[src/rtl/midi_msg_tx.sv]
`default_nettype none
// +--------------------------------------------------------------------------+
// | midi_msg_tx: serialises a 1-3 byte MIDI message onto a UART-style line.  |
// | Optional running status is enabled with macro MIDI_RUNNING_STATUS_EN.    |
// | Revision: 1.0                                                            |
// +--------------------------------------------------------------------------+
module midi_msg_tx #(
   parameter int REG_CLK_FREQUENCY = 50_000_000,
   parameter int MIDI_BAUD         = 31250,
   parameter bit Invert_txd        = 1'b0
) (
   input  logic       reg_clk,
   input  logic       reset_reg,
   input  logic       msg_valid,
   output logic       msg_ready,
   input  logic [7:0] msg_status,
   input  logic [7:0] msg_data1,
   input  logic [7:0] msg_data2,
   output logic       midi_txd,
   output logic       busy
);

   localparam int               DIV      = REG_CLK_FREQUENCY / MIDI_BAUD;
   localparam int               DIV_W    = (DIV > 1) ? $clog2(DIV) : 1;
   localparam logic [DIV_W-1:0] DIV_LAST = DIV_W'(DIV - 1);

   typedef enum logic [1:0] {
      IDLE  = 2'd0,
      START = 2'd1,
      DATA  = 2'd2,
      STOP  = 2'd3
   } state_t;

   state_t           state_q, state_d;
   logic [DIV_W-1:0] div_q, div_d;
   logic [2:0]       bit_q, bit_d;
   logic [7:0]       shreg_q, shreg_d;
   logic [15:0]      pend_q, pend_d;
   logic [1:0]       left_q, left_d;
   logic             txd_q, txd_d;
   logic             ready_q, ready_d;
   logic             busy_q, busy_d;
`ifdef MIDI_RUNNING_STATUS_EN
   logic [7:0]       rs_q, rs_d;
`endif

   logic [1:0]  msg_len;
   logic        skip_status;
   logic [23:0] queue;
   logic [1:0]  queue_cnt;
   logic        accept;
   logic        div_tick;
   logic        unused_bits;

   // Bit 7 of the data bytes is never transmitted.
   assign unused_bits = msg_data1[7] ^ msg_data2[7];

   assign accept   = msg_valid & ready_q;
   assign div_tick = (div_q == DIV_LAST);

   always_comb begin
      msg_len = 2'd1;
      case (msg_status[7:4])
         4'h8, 4'h9, 4'hA, 4'hB, 4'hE: msg_len = 2'd3;
         4'hC, 4'hD:                   msg_len = 2'd2;
         4'hF: begin
            case (msg_status[3:0])
               4'h2:       msg_len = 2'd3;
               4'h1, 4'h3: msg_len = 2'd2;
               default:    msg_len = 2'd1;
            endcase
         end
         default: msg_len = 2'd1;
      endcase
   end

   always_comb begin
`ifdef MIDI_RUNNING_STATUS_EN
      skip_status = (msg_status[7:4] != 4'hF) && (msg_status == rs_q);
`else
      skip_status = 1'b0;
`endif
      if (skip_status) begin
         queue     = {8'h00, 1'b0, msg_data2[6:0], 1'b0, msg_data1[6:0]};
         queue_cnt = msg_len - 2'd1;
      end else begin
         queue     = {1'b0, msg_data2[6:0], 1'b0, msg_data1[6:0], msg_status};
         queue_cnt = msg_len;
      end
   end

   always_comb begin
      state_d = state_q;
      div_d   = div_q;
      bit_d   = bit_q;
      shreg_d = shreg_q;
      pend_d  = pend_q;
      left_d  = left_q;
      txd_d   = txd_q;
`ifdef MIDI_RUNNING_STATUS_EN
      rs_d    = rs_q;
`endif
      case (state_q)
         IDLE: begin
            txd_d = 1'b1;
            div_d = '0;
            bit_d = 3'd0;
            // Messages without a status bit are swallowed without a frame.
            if (accept && msg_status[7]) begin
               state_d = START;
               txd_d   = 1'b0;
               shreg_d = queue[7:0];
               pend_d  = queue[23:8];
               left_d  = queue_cnt - 2'd1;
`ifdef MIDI_RUNNING_STATUS_EN
               if (msg_status[7:4] != 4'hF) begin
                  rs_d = msg_status;
               end else if (!msg_status[3]) begin
                  rs_d = 8'h00;
               end
`endif
            end
         end
         START: begin
            if (div_tick) begin
               div_d   = '0;
               bit_d   = 3'd0;
               state_d = DATA;
               txd_d   = shreg_q[0];
            end else begin
               div_d = div_q + DIV_W'(1);
            end
         end
         DATA: begin
            if (div_tick) begin
               div_d = '0;
               if (bit_q == 3'd7) begin
                  state_d = STOP;
                  txd_d   = 1'b1;
               end else begin
                  bit_d   = bit_q + 3'd1;
                  shreg_d = {1'b0, shreg_q[7:1]};
                  txd_d   = shreg_q[1];
               end
            end else begin
               div_d = div_q + DIV_W'(1);
            end
         end
         STOP: begin
            if (div_tick) begin
               div_d = '0;
               if (left_q != 2'd0) begin
                  state_d = START;
                  txd_d   = 1'b0;
                  shreg_d = pend_q[7:0];
                  pend_d  = {8'h00, pend_q[15:8]};
                  left_d  = left_q - 2'd1;
               end else begin
                  state_d = IDLE;
                  txd_d   = 1'b1;
               end
            end else begin
               div_d = div_q + DIV_W'(1);
            end
         end
         default: begin
            state_d = IDLE;
            txd_d   = 1'b1;
         end
      endcase
      ready_d = (state_d == IDLE);
      busy_d  = (state_d != IDLE);
   end

   always_ff @(posedge reg_clk or posedge reset_reg) begin
      if (reset_reg) begin
         state_q <= IDLE;
         div_q   <= '0;
         bit_q   <= 3'd0;
         shreg_q <= 8'h00;
         pend_q  <= 16'h0000;
         left_q  <= 2'd0;
         txd_q   <= 1'b1;
         ready_q <= 1'b0;
         busy_q  <= 1'b0;
`ifdef MIDI_RUNNING_STATUS_EN
         rs_q    <= 8'h00;
`endif
      end else begin
         state_q <= state_d;
         div_q   <= div_d;
         bit_q   <= bit_d;
         shreg_q <= shreg_d;
         pend_q  <= pend_d;
         left_q  <= left_d;
         txd_q   <= txd_d;
         ready_q <= ready_d;
         busy_q  <= busy_d;
`ifdef MIDI_RUNNING_STATUS_EN
         rs_q    <= rs_d;
`endif
      end
   end

   assign msg_ready = ready_q;
   assign busy      = busy_q;
   assign midi_txd  = txd_q ^ Invert_txd;

endmodule
`default_nettype wire

[config.mk]
export PLATFORM = sky130hd
export DESIGN_NAME = midi_msg_tx
export DESIGN_NICKNAME = d
export VERILOG_FILES = /design/src/rtl/midi_msg_tx.sv
export SDC_FILE = /design/constraint.sdc
export NUM_CORES = 1
export LEC_CHECK = 0
export CAP_MARGIN = 20
export CORE_ASPECT_RATIO = 0.9
export CORE_MARGIN = 2
export CORE_UTILIZATION = 49
export CTS_BUF_LIST = sky130_fd_sc_hd__clkbuf_16
export DETAILED_ROUTE_END_ITERATION = 10
export GPL_ROUTABILITY_DRIVEN = 0
export GPL_TIMING_DRIVEN = 0
export HOLD_SLACK_MARGIN = 0.02
export PLACE_DENSITY = 0.77
export SYNTH_ARGS = -nofsm -noshare
export SYNTH_HDL_FRONTEND = slang
export SYNTH_SLANG_ARGS = --single-unit
export TNS_END_PERCENT = 20
[constraint.sdc]
create_clock -name reg_clk -period 2 [get_ports reg_clk]
set_clock_uncertainty 0.05 [all_clocks]
set_input_delay 0.4 -clock reg_clk [delete_from_list [all_inputs] [get_ports reg_clk]]
set_output_delay 0.4 -clock reg_clk [all_outputs]
set_load 0.1 [all_outputs]
==> results of run 1 <==
-- critical path, delay by kind of cell, from the launching register on --
family | cells | cell delay [ns]
buf+inv | 1 | 0.20
flops | 1 | 0.40
mux | 1 | 0.32
simple gates | 3 | 0.94
-- sequential cells by signal, summed over array words and instances, names as in the netlist --
register and cells:
state_q 2, shreg_q 8, left_q 2, busy 1, bit_q 3, msg_ready 1
midi_txd 1, pend_q 14, div_q 11
-- routing by layer --
| layer | up-vias | global-route usage | wire (um) |
|---|---|---|---|
| li1 | 758 | - | - |
| met1 | 756 | 0.297 | 2220 |
| met2 | 43 | 0.301 | 2050 |
| met3 | 10 | 0.0530 | 213 |
| met4 | 0 | 0.0955 | 116 |
| met5 | - | 0 | 0 |
-- final cells by class --
type | instances | share of cell area
repair buffers | 34 | 0.115
inverters | 6 | 0.00813
clock buffers | 5 | 0.0451
flip-flops and latches | 43 | 0.390
clock inverters | 3 | 0.0153
well taps | 48 | 0.0217
plain buffers | 9 | 0.0208
multi-input cells | 133 | 0.384
-- repair_timing --
item | CTS | global route
pin swaps | 1 | 3
hold endpoints to repair | 0 | 0
setup endpoints to repair | 24 | 30
gates resized for setup | 13 | 15
hold buffers | 0 | 0
setup buffers | 2 | 5
-- power by group through the flow --
stage / Combinational (mW) / Clock, mW / Sequential, mW
finish: 0.0883 / 0.928 / 0.870
global route: 0.0978 / 0.992 / 0.869
CTS: 0.0896 / 0.936 / 0.870
detailed placement: 0.0888 / 0 / 0.886
global placement: 0.0879 / 0 / 0.886
floorplan: 0.0301 / 0 / 0.886
-- path summary, 6_finish.rpt --
path | from | endpoint | slack [ns] | cells past startpoint
worst max-delay path | div_q[7] | midi_txd | 0.02 | 5
worst min-delay path | shreg_q[7] | shreg_q[7] | 0.43 | 1
worst max register to register | div_q[7] | midi_txd | 0.02 | 5
worst min register to register | shreg_q[7] | shreg_q[7] | 0.43 | 1
max in group asynchronous | reset_reg | msg_ready | 0.68 | 2
min in group asynchronous | reset_reg | div_q[2] | 0.57 | 2
-- layout by cell type (no fill, tap or decap), drive strengths merged, types with 2 or more instances in the layout --
cell type | synthesis | routed
mux2i | 9 | 9
inv | 6 | 7
nor2 | 25 | 25
clkdlybuf4s50 | 0 | 24
a41o | 2 | 2
mux2 | 24 | 24
nor3 | 5 | 5
nand2 | 9 | 9
a21oi | 10 | 10
nor4 | 3 | 3
o21ai | 4 | 4
nand3 | 7 | 7
xnor2 | 8 | 8
clkbuf | 5 | 11
a22o | 9 | 9
ha | 3 | 3
buf | 5 | 11
dfrtp | 42 | 42
xor2 | 2 | 2
-- kinds of logic after synthesis --
logic type               share of synthesized area
multiplexers                                 0.173
AND/OR/NAND/NOR                              0.126
XOR/XNOR                                    0.0409
buffers and inverters                       0.0333
adder cells (fa/ha/maj)                     0.0175
flip-flops                                   0.503
AO/OA/AOI/OAI                                0.106
==> results.py, run 1 <==
metrics = {
    "global_route": {
        "grt_max_degree": 44,
        "track_usage": 0.210,
        "grt_pass1_wl_um": 7590,
        "overflow": 0,
        "grt_pass1_vias": 1570,
        "antenna_found_initial": 0,
    },
    "finish": {
        "nFillCells": 316,
        "drive_gt1_frac": 0.266,
        "final_util": 0.671,
        "fin_area_um2": 2770,
        "synthToLayoutAreaGrowth_pct": 29.4,
        "finalNonFillerCells": 281,
        "regArea_um2": 1080,
        "multiInputGateArea_um2": 1060,
        "finalNetCount": 262,
        "n_antenna_cell": 0,
    },
    "worst_setup_path": {
        "worstPathRequired_ns": 2.17,
        "crit_type": "register to register",
        "crit_fanout": 6,
        "worstPathArrival_ns": 2.14,
        "max_stage_delay_ns": 0.60,
        "path_cells": "or4b_4 > nor3_4 > buf_4 > or2_2 > mux2_2",
        "critPathLaunchType": "register",
        "crit_path_top_delay_cell": "or4b_4",
        "end_kind": "register",
    },
    "timing": {
        "timing.fmax_mhz": 506,
        "rsz0062_at_grt": "yes",
        "finalHoldViolations": 0,
        "maxSlewHeadroom": 0.366,
        "setup_tns_ns": 0,
        "fin_crit_sh": 0.988,
        "setup_violations": 0,
        "worst_slack_ns": 0.0247,
        "tightest_slew_ns": 0.955,
        "min_period_ns": 1.98,
        "maxSlewViolCount": 0,
        "fin_hold_ws_ns": 0.430,
    },
    "synthesis": {
        "syn_nets": 222,
        "ys_types": 37,
        "ys_top_cells_by_area": "dfrtp_1 (49%), mux2_2 (11%), nor2_1 (4.4%), mux2i_1 (4.2%), a22o_1 (3.7%)",
        "synth_top_area_frac": 0.491,
        "netlist_instances": 192,
        "synth_area_um2": 2140,
        "synth-seq-area-share": 0.503,
        "yosys_warnings": 0,
        "yosys-top-cells-count": "dfrtp_1 (42), nor2_1 (25), mux2_2 (21)",
        "synth_most_common_cell": "dfrtp_1",
        "ys_ff_latch": 43,
        "async_reset_ff_frac": 1.00,
        "synthFlopType": "dfrtp_1",
        "avgSynthCellArea_um2": 11.2,
        "synth_edf_count": 0,
        "synth_top_area_cell": "dfrtp_1",
    },
    "worst_hold_path": {
        "holdCritPathClass": "register to register",
    },
    "clock_network": {
        "cts.sinks": 43,
        "max-clock-path-buffers": 2,
        "cts_tree": "built",
        "htree_levels": 2,
        "insertion_delay_ns": 0.29,
        "root_buffer": "clkbuf_16",
        "cts_made_buffers": 5,
        "path_clk_slew_ns": 0.06,
    },
    "floorplanning": {
        "initial_utilization": 0.519,
        "die_x_um": 73.7,
        "core-area_um2": 4130,
        "dieHeight_um": 66.7,
        "die_area_um2": 4920,
        "ioPinCount": 30,
        "rows": 22,
    },
    "power_and_ir_drop": {
        "power_frac_seq": 0.461,
        "clkPwrFrac": 0.492,
        "vdd_ir_drop_max_uv": 477,
        "p_comb_frac": 0.047,
        "p_per_area_nw_per_um2": 681,
        "leakagePower_nw": 1.33,
        "finalPower_mw": 1.89,
        "p_sw_frac": 0.199,
        "p_int_mw": 1.51,
        "switchingPower_mw": 0.375,
    },
    "drt": {
        "viasPerCell": 5.58,
        "drc": 0,
        "drt_iter0_markers": 82,
        "wirelength_um": 4600,
        "dr.pass1.iters": 4,
        "ant_nets": 0,
        "wire_per_inst_um": 16.4,
        "vias": 1567,
    },
    "place": {
        "place_area_um2": 2480,
        "post-place-ws_ns": -0.391,
        "place_hpwl_um": 2910,
        "port_buffers": 27,
        "placed_cells": 267,
    },
    "run": {
        "maxCapViolCount": 0,
    },
    "status": {
        "outcome": "finished, final reports clean",
    },
}
Note: power is estimated with default switching activity, not from simulation.
==> run 2: changes to the inputs <==
--- a/constraint.sdc
+++ b/constraint.sdc
@@ -4,2 +4,2 @@
 set_output_delay 0.4 -clock reg_clk [all_outputs]
-set_load 0.1 [all_outputs]
+set_load 0.005 [all_outputs]
==> run 2 against run 1 <==
Die area stayed put. Utilization shrank 1.0 points. Wire length up 1.7%. Highest routed layer unchanged.
==> results.py, run 2 (same netlist as run 1, synthesis figures left out) <==
metrics = {
    "timing": {
        "maxSlewHeadroom": 0.745,
        "fin_crit_sh": 0.995,
        "min_period_ns": 1.99,
        "maxSlewViolCount": 0,
        "setup_violations": 0,
        "finalHoldViolations": 0,
        "timing.fmax_mhz": 503,
        "tightest_slew_ns": 0.382,
        "rsz0062_at_grt": "yes",
    },
    "finish": {
        "finalNonFillerCells": 281,
        "multiInputGateArea_um2": 1040,
        "n_antenna_cell": 0,
        "largestRegisters": "pend_q x14, div_q x11, shreg_q x8",
        "synthToLayoutAreaGrowth_pct": 27.4,
        "finalNetCount": 262,
        "nFillCells": 343,
        "layout_commonest_cell": "dfrtp_1",
        "final_util": 0.661,
        "layout_common_cells": "dfrtp_1 (42), clkdlybuf4s50_1 (27), nor2_1 (25)",
        "regArea_um2": 1080,
        "drive_gt1_frac": 0.253,
        "top_register": "pend_q",
        "fin_area_um2": 2730,
        "largest_reg_flops": 14,
    },
    "power_and_ir_drop": {
        "vdd_ir_drop_max_uv": 503,
        "p_per_area_nw_per_um2": 630,
        "leakagePower_nw": 1.32,
    },
    "global_route": {
        "track_usage": 0.211,
        "grt_pass1_wl_um": 7690,
        "overflow": 0,
        "grt_max_degree": 44,
        "grt_pass1_vias": 1580,
        "antenna_found_initial": 0,
    },
    "worst_setup_path": {
        "crit_family": "simple AND/OR/NAND/NOR gates",
        "crit_buf_inv": 1,
        "end_kind": "register",
        "max_stage_delay_ns": 0.58,
        "crit_type": "register to register",
        "reg2reg_slack_ns": 0.01,
        "worstPathArrival_ns": 2.11,
        "worstPathRequired_ns": 2.12,
        "path_cells": "or4b_4 > nor3_4 > a21oi_2 > buf_6 > mux2_4",
        "crit_path_top_delay_cell": "or4b_4",
        "critPathLaunchType": "register",
        "crit_fanout": 10,
    },
    "worst_hold_path": {
        "holdCritPathClass": "input pin to asynchronous set/reset pin",
    },
    "place": {
        "port_buffers": 27,
        "place_hpwl_um": 2980,
        "place_area_um2": 2490,
        "placed_cells": 268,
    },
    "clock_network": {
        "cts_made_buffers": 5,
        "cts.sinks": 43,
        "path_clk_slew_ns": 0.06,
        "max-clock-path-buffers": 2,
        "root_buffer": "clkbuf_16",
        "cts_tree": "built",
        "insertion_delay_ns": 0.28,
        "htree_levels": 2,
    },
    "drt": {
        "drt_iter0_markers": 121,
        "wirelength_um": 4680,
        "viasPerCell": 5.63,
        "dr.pass1.iters": 4,
        "ant_nets": 0,
        "wire_per_inst_um": 16.7,
        "vias": 1582,
        "drc": 0,
    },
    "floorplanning": {
        "ioPinCount": 30,
        "core-area_um2": 4130,
        "dieHeight_um": 66.7,
        "initial_utilization": 0.519,
        "die_x_um": 73.7,
        "rows": 22,
        "die_area_um2": 4920,
    },
    "run": {
        "maxCapViolCount": 0,
    },
    "status": {
        "outcome": "finished, final reports clean",
    },
}
## run 2: worst paths after layout
path	from	endpoint	cells past startpoint
worst max-delay path	div_q[7]	pend_q[1]	5
worst min-delay path	reset_reg	div_q[2]	3
worst max register to register	div_q[7]	pend_q[1]	5
worst min register to register	pend_q[12]	pend_q[12]	1
max in group asynchronous	reset_reg	midi_txd	3
min in group reg_clk	pend_q[12]	pend_q[12]	1
## run 2: worst min-delay path, delay by kind of cell
kind | cells | cell delay (ns)
buffers and inverters | 3 | 0.71
## run 2: power breakdown
group          total, mW  leakage (nW)  internal [mW]  switching, mW
combinational     0.0934         0.667         0.0569         0.0365
clock              0.754        0.0762          0.450          0.304
sequential         0.870         0.572          0.870              0
## run 2: timing repair
item                                   4_1_cts  5_1_grt
pin swaps                                    1        1
setup endpoints to repair                   26       34
gates resized for setup                      8       10
cloned                                       0        0
hold buffers                                 0        0
endpoints found under the hold margin        0        0
buffers inserted                             4        2
## run 2: cell type report
class,count,area share
clock inverter,3,0.00459
timing repair buffer,34,0.123
sequential,43,0.395
buffer,9,0.0215
multi-input combinational,133,0.380
clock buffer,5,0.0459
inverter,6,0.00825
tap,48,0.0220
## run 2: layer usage
layer | part of all wire | GRT usage | wire length (um)
met1 | 0.48 | 0.291 | 2240
met2 | 0.46 | 0.324 | 2160
met3 | 0.045 | 0.0530 | 209
met4 | 0.014 | 0.0682 | 64
met5 | 0 | 0 | 0
## run 2: through the flow
step / hold WS (ns) / setup WS, ns / TNS (ns) / power [mW]
after detailed placement: 0.430 / -0.396 / -6.67 / 0.980
after global routing: 0.475 / -0.0426 / -0.263 / 1.78
after global placement: 0.416 / -0.394 / -21.63 / 0.974
after CTS: 0.416 / -0.0121 / -0.0321 / 1.74
after floorplan: 0.399 / 0.0112 / 0 / 0.916
final: 0.409 / 0.0101 / 0 / 1.72
==> run 3: changes to the inputs <==
CORE_UTILIZATION = 40   (was 49)
PLACE_DENSITY = 0.65   (was 0.77)
SETUP_SLACK_MARGIN = 0.02   (was default)
TNS_END_PERCENT = default   (was 20)
==> run 3 against run 2 <==
Count of clock-buffer cells in the layout unchanged. Highest routed layer unchanged. Sequential power about the same. Register-to-register slack gained 0.02 ns. Largest power group is now clock. Critical path depth increased by 2.
==> results.py, run 3 (same netlist as run 1, synthesis figures left out) <==
metrics = {
    "status": {
        "outcome": "finished, final reports clean",
    },
    "timing": {
        "fin_hold_ws_ns": 0.407,
        "min_period_ns": 1.97,
        "setup_violations": 0,
        "rsz0062_at_grt": "yes",
        "timing.fmax_mhz": 508,
        "maxSlewHeadroom": 0.679,
        "finalHoldViolations": 0,
        "fin_crit_sh": 0.985,
        "worst_slack_ns": 0.0299,
        "maxSlewViolCount": 0,
        "tightest_slew_ns": 0.481,
    },
    "clock_network": {
        "cts_tree": "built",
        "root_buffer": "clkbuf_16",
        "path_clk_slew_ns": 0.06,
        "htree_levels": 2,
        "max-clock-path-buffers": 2,
        "cts_made_buffers": 5,
        "insertion_delay_ns": 0.28,
        "cts.sinks": 43,
    },
    "worst_setup_path": {
        "crit_family": "adder cells",
        "crit_buf_inv": 1,
        "rr_worst_depth": 7,
        "worstPathRequired_ns": 2.12,
        "crit_path_top_delay_cell": "dfrtp_1",
        "end_kind": "register",
        "crit_type": "register to register",
        "worstSetupPathDepth": 7,
        "startpoint": "bit_q[0]",
        "path_cells": "ha_1 > ha_2 > and3b_1 > a31oi_2 > o21a_1 > buf_6 > mux2_2",
        "worstPathArrival_ns": 2.09,
        "critPathLaunchType": "register",
        "crit_fanout": 7,
        "max_stage_delay_ns": 0.38,
        "reg2reg_from": "bit_q[0]",
    },
    "place": {
        "placed_cells": 287,
        "port_buffers": 27,
        "place_hpwl_um": 2900,
        "post-place-ws_ns": -0.382,
    },
    "global_route": {
        "track_usage": 0.162,
        "grt_pass1_vias": 1553,
        "grt_pass1_wl_um": 7280,
        "overflow": 0,
        "antenna_found_initial": 0,
        "grt_max_degree": 24,
    },
    "floorplanning": {
        "die_area_um2": 5960,
        "core-area_um2": 5220,
        "rows": 25,
        "die_x_um": 81.1,
        "initial_utilization": 0.410,
        "ioPinCount": 30,
        "dieHeight_um": 73.4,
    },
    "run": {
        "maxCapViolCount": 0,
    },
    "worst_hold_path": {
        "holdCritPathClass": "input pin to asynchronous set/reset pin",
    },
    "drt": {
        "wire_per_inst_um": 14.6,
        "ant_nets": 0,
        "wirelength_um": 4340,
        "viasPerCell": 5.20,
        "vias": 1550,
        "drc": 0,
        "dr.pass1.iters": 4,
        "drt_iter0_markers": 97,
    },
    "finish": {
        "layout_commonest_cell": "dfrtp_1",
        "finalNetCount": 260,
        "n_antenna_cell": 0,
        "nFillCells": 447,
        "largest_reg_flops": 14,
        "finalNonFillerCells": 298,
        "top_register": "pend_q",
        "layout_common_cells": "dfrtp_1 (42), clkdlybuf4s50_1 (27), nor2_1 (25)",
        "largestRegisters": "pend_q x14, div_q x11, shreg_q x8",
        "drive_gt1_frac": 0.251,
        "synthToLayoutAreaGrowth_pct": 30.7,
    },
    "power_and_ir_drop": {
        "leakagePower_nw": 1.34,
        "vdd_ir_drop_max_uv": 373,
        "p_per_area_nw_per_um2": 673,
        "finalPower_mw": 1.89,
    },
}
run 3: routing by layer:
layer | global-route usage | part of all wire
met4 | 0.0452 | 0.0074
met2 | 0.228 | 0.41
met3 | 0.0344 | 0.045
met5 | 0 | 0
met1 | 0.249 | 0.54
run 3: timing repair:
item                                    4_1_cts  5_1_grt
pin swaps                                     2        1
endpoints found under the setup margin       26       38
resized for setup                             9       14
endpoints found under the hold margin         0        0
setup buffers                                 3        1
hold buffers                                  0        0
run 3: path summary, 6_finish.rpt:
| check | slack [ns] | endpoint |
|---|---|---|
| worst max-delay path | 0.03 | shreg_q[0] |
| worst min-delay path | 0.41 | bit_q[1] |
| worst max register to register | 0.03 | shreg_q[0] |
| worst min register to register | 0.44 | shreg_q[7] |
| max in group asynchronous | 1.02 | pend_q[13] |
| min in group reg_clk | 0.44 | shreg_q[7] |
run 3: per-stage QoR:
stage          utilization  instance area [um^2]  setup TNS [ns]
6_report             0.536                  2800               0
5_1_grt              0.536                  2800          -0.374
4_1_cts              0.526                  2750               0
3_5_place_dp         0.483                  2520           -7.29
3_3_place_gp         0.478                  2500          -24.73
2_1_floorplan            -                  2140               0
run 3: power breakdown:
group	total (mW)	leakage (nW)	internal (mW)	switching [mW]
registers	0.870	0.572	0.870	0
clock network	0.921	0.0838	0.588	0.333
logic	0.0943	0.680	0.0581	0.0362
run 3: area by class of cell:
| type | instances | area (um^2) | area share |
|---|---|---|---|
| plain buffers | 9 | 58.8 | 0.0210 |
| multi-input cells | 133 | 1060 | 0.378 |
| clock buffers | 5 | 125 | 0.0447 |
| well taps | 67 | 83.8 | 0.0299 |
| flip-flops and latches | 43 | 1080 | 0.385 |
| inverters | 6 | 22.5 | 0.00804 |
| clock inverters | 3 | 43.8 | 0.0156 |
| repair buffers | 32 | 332 | 0.118 |
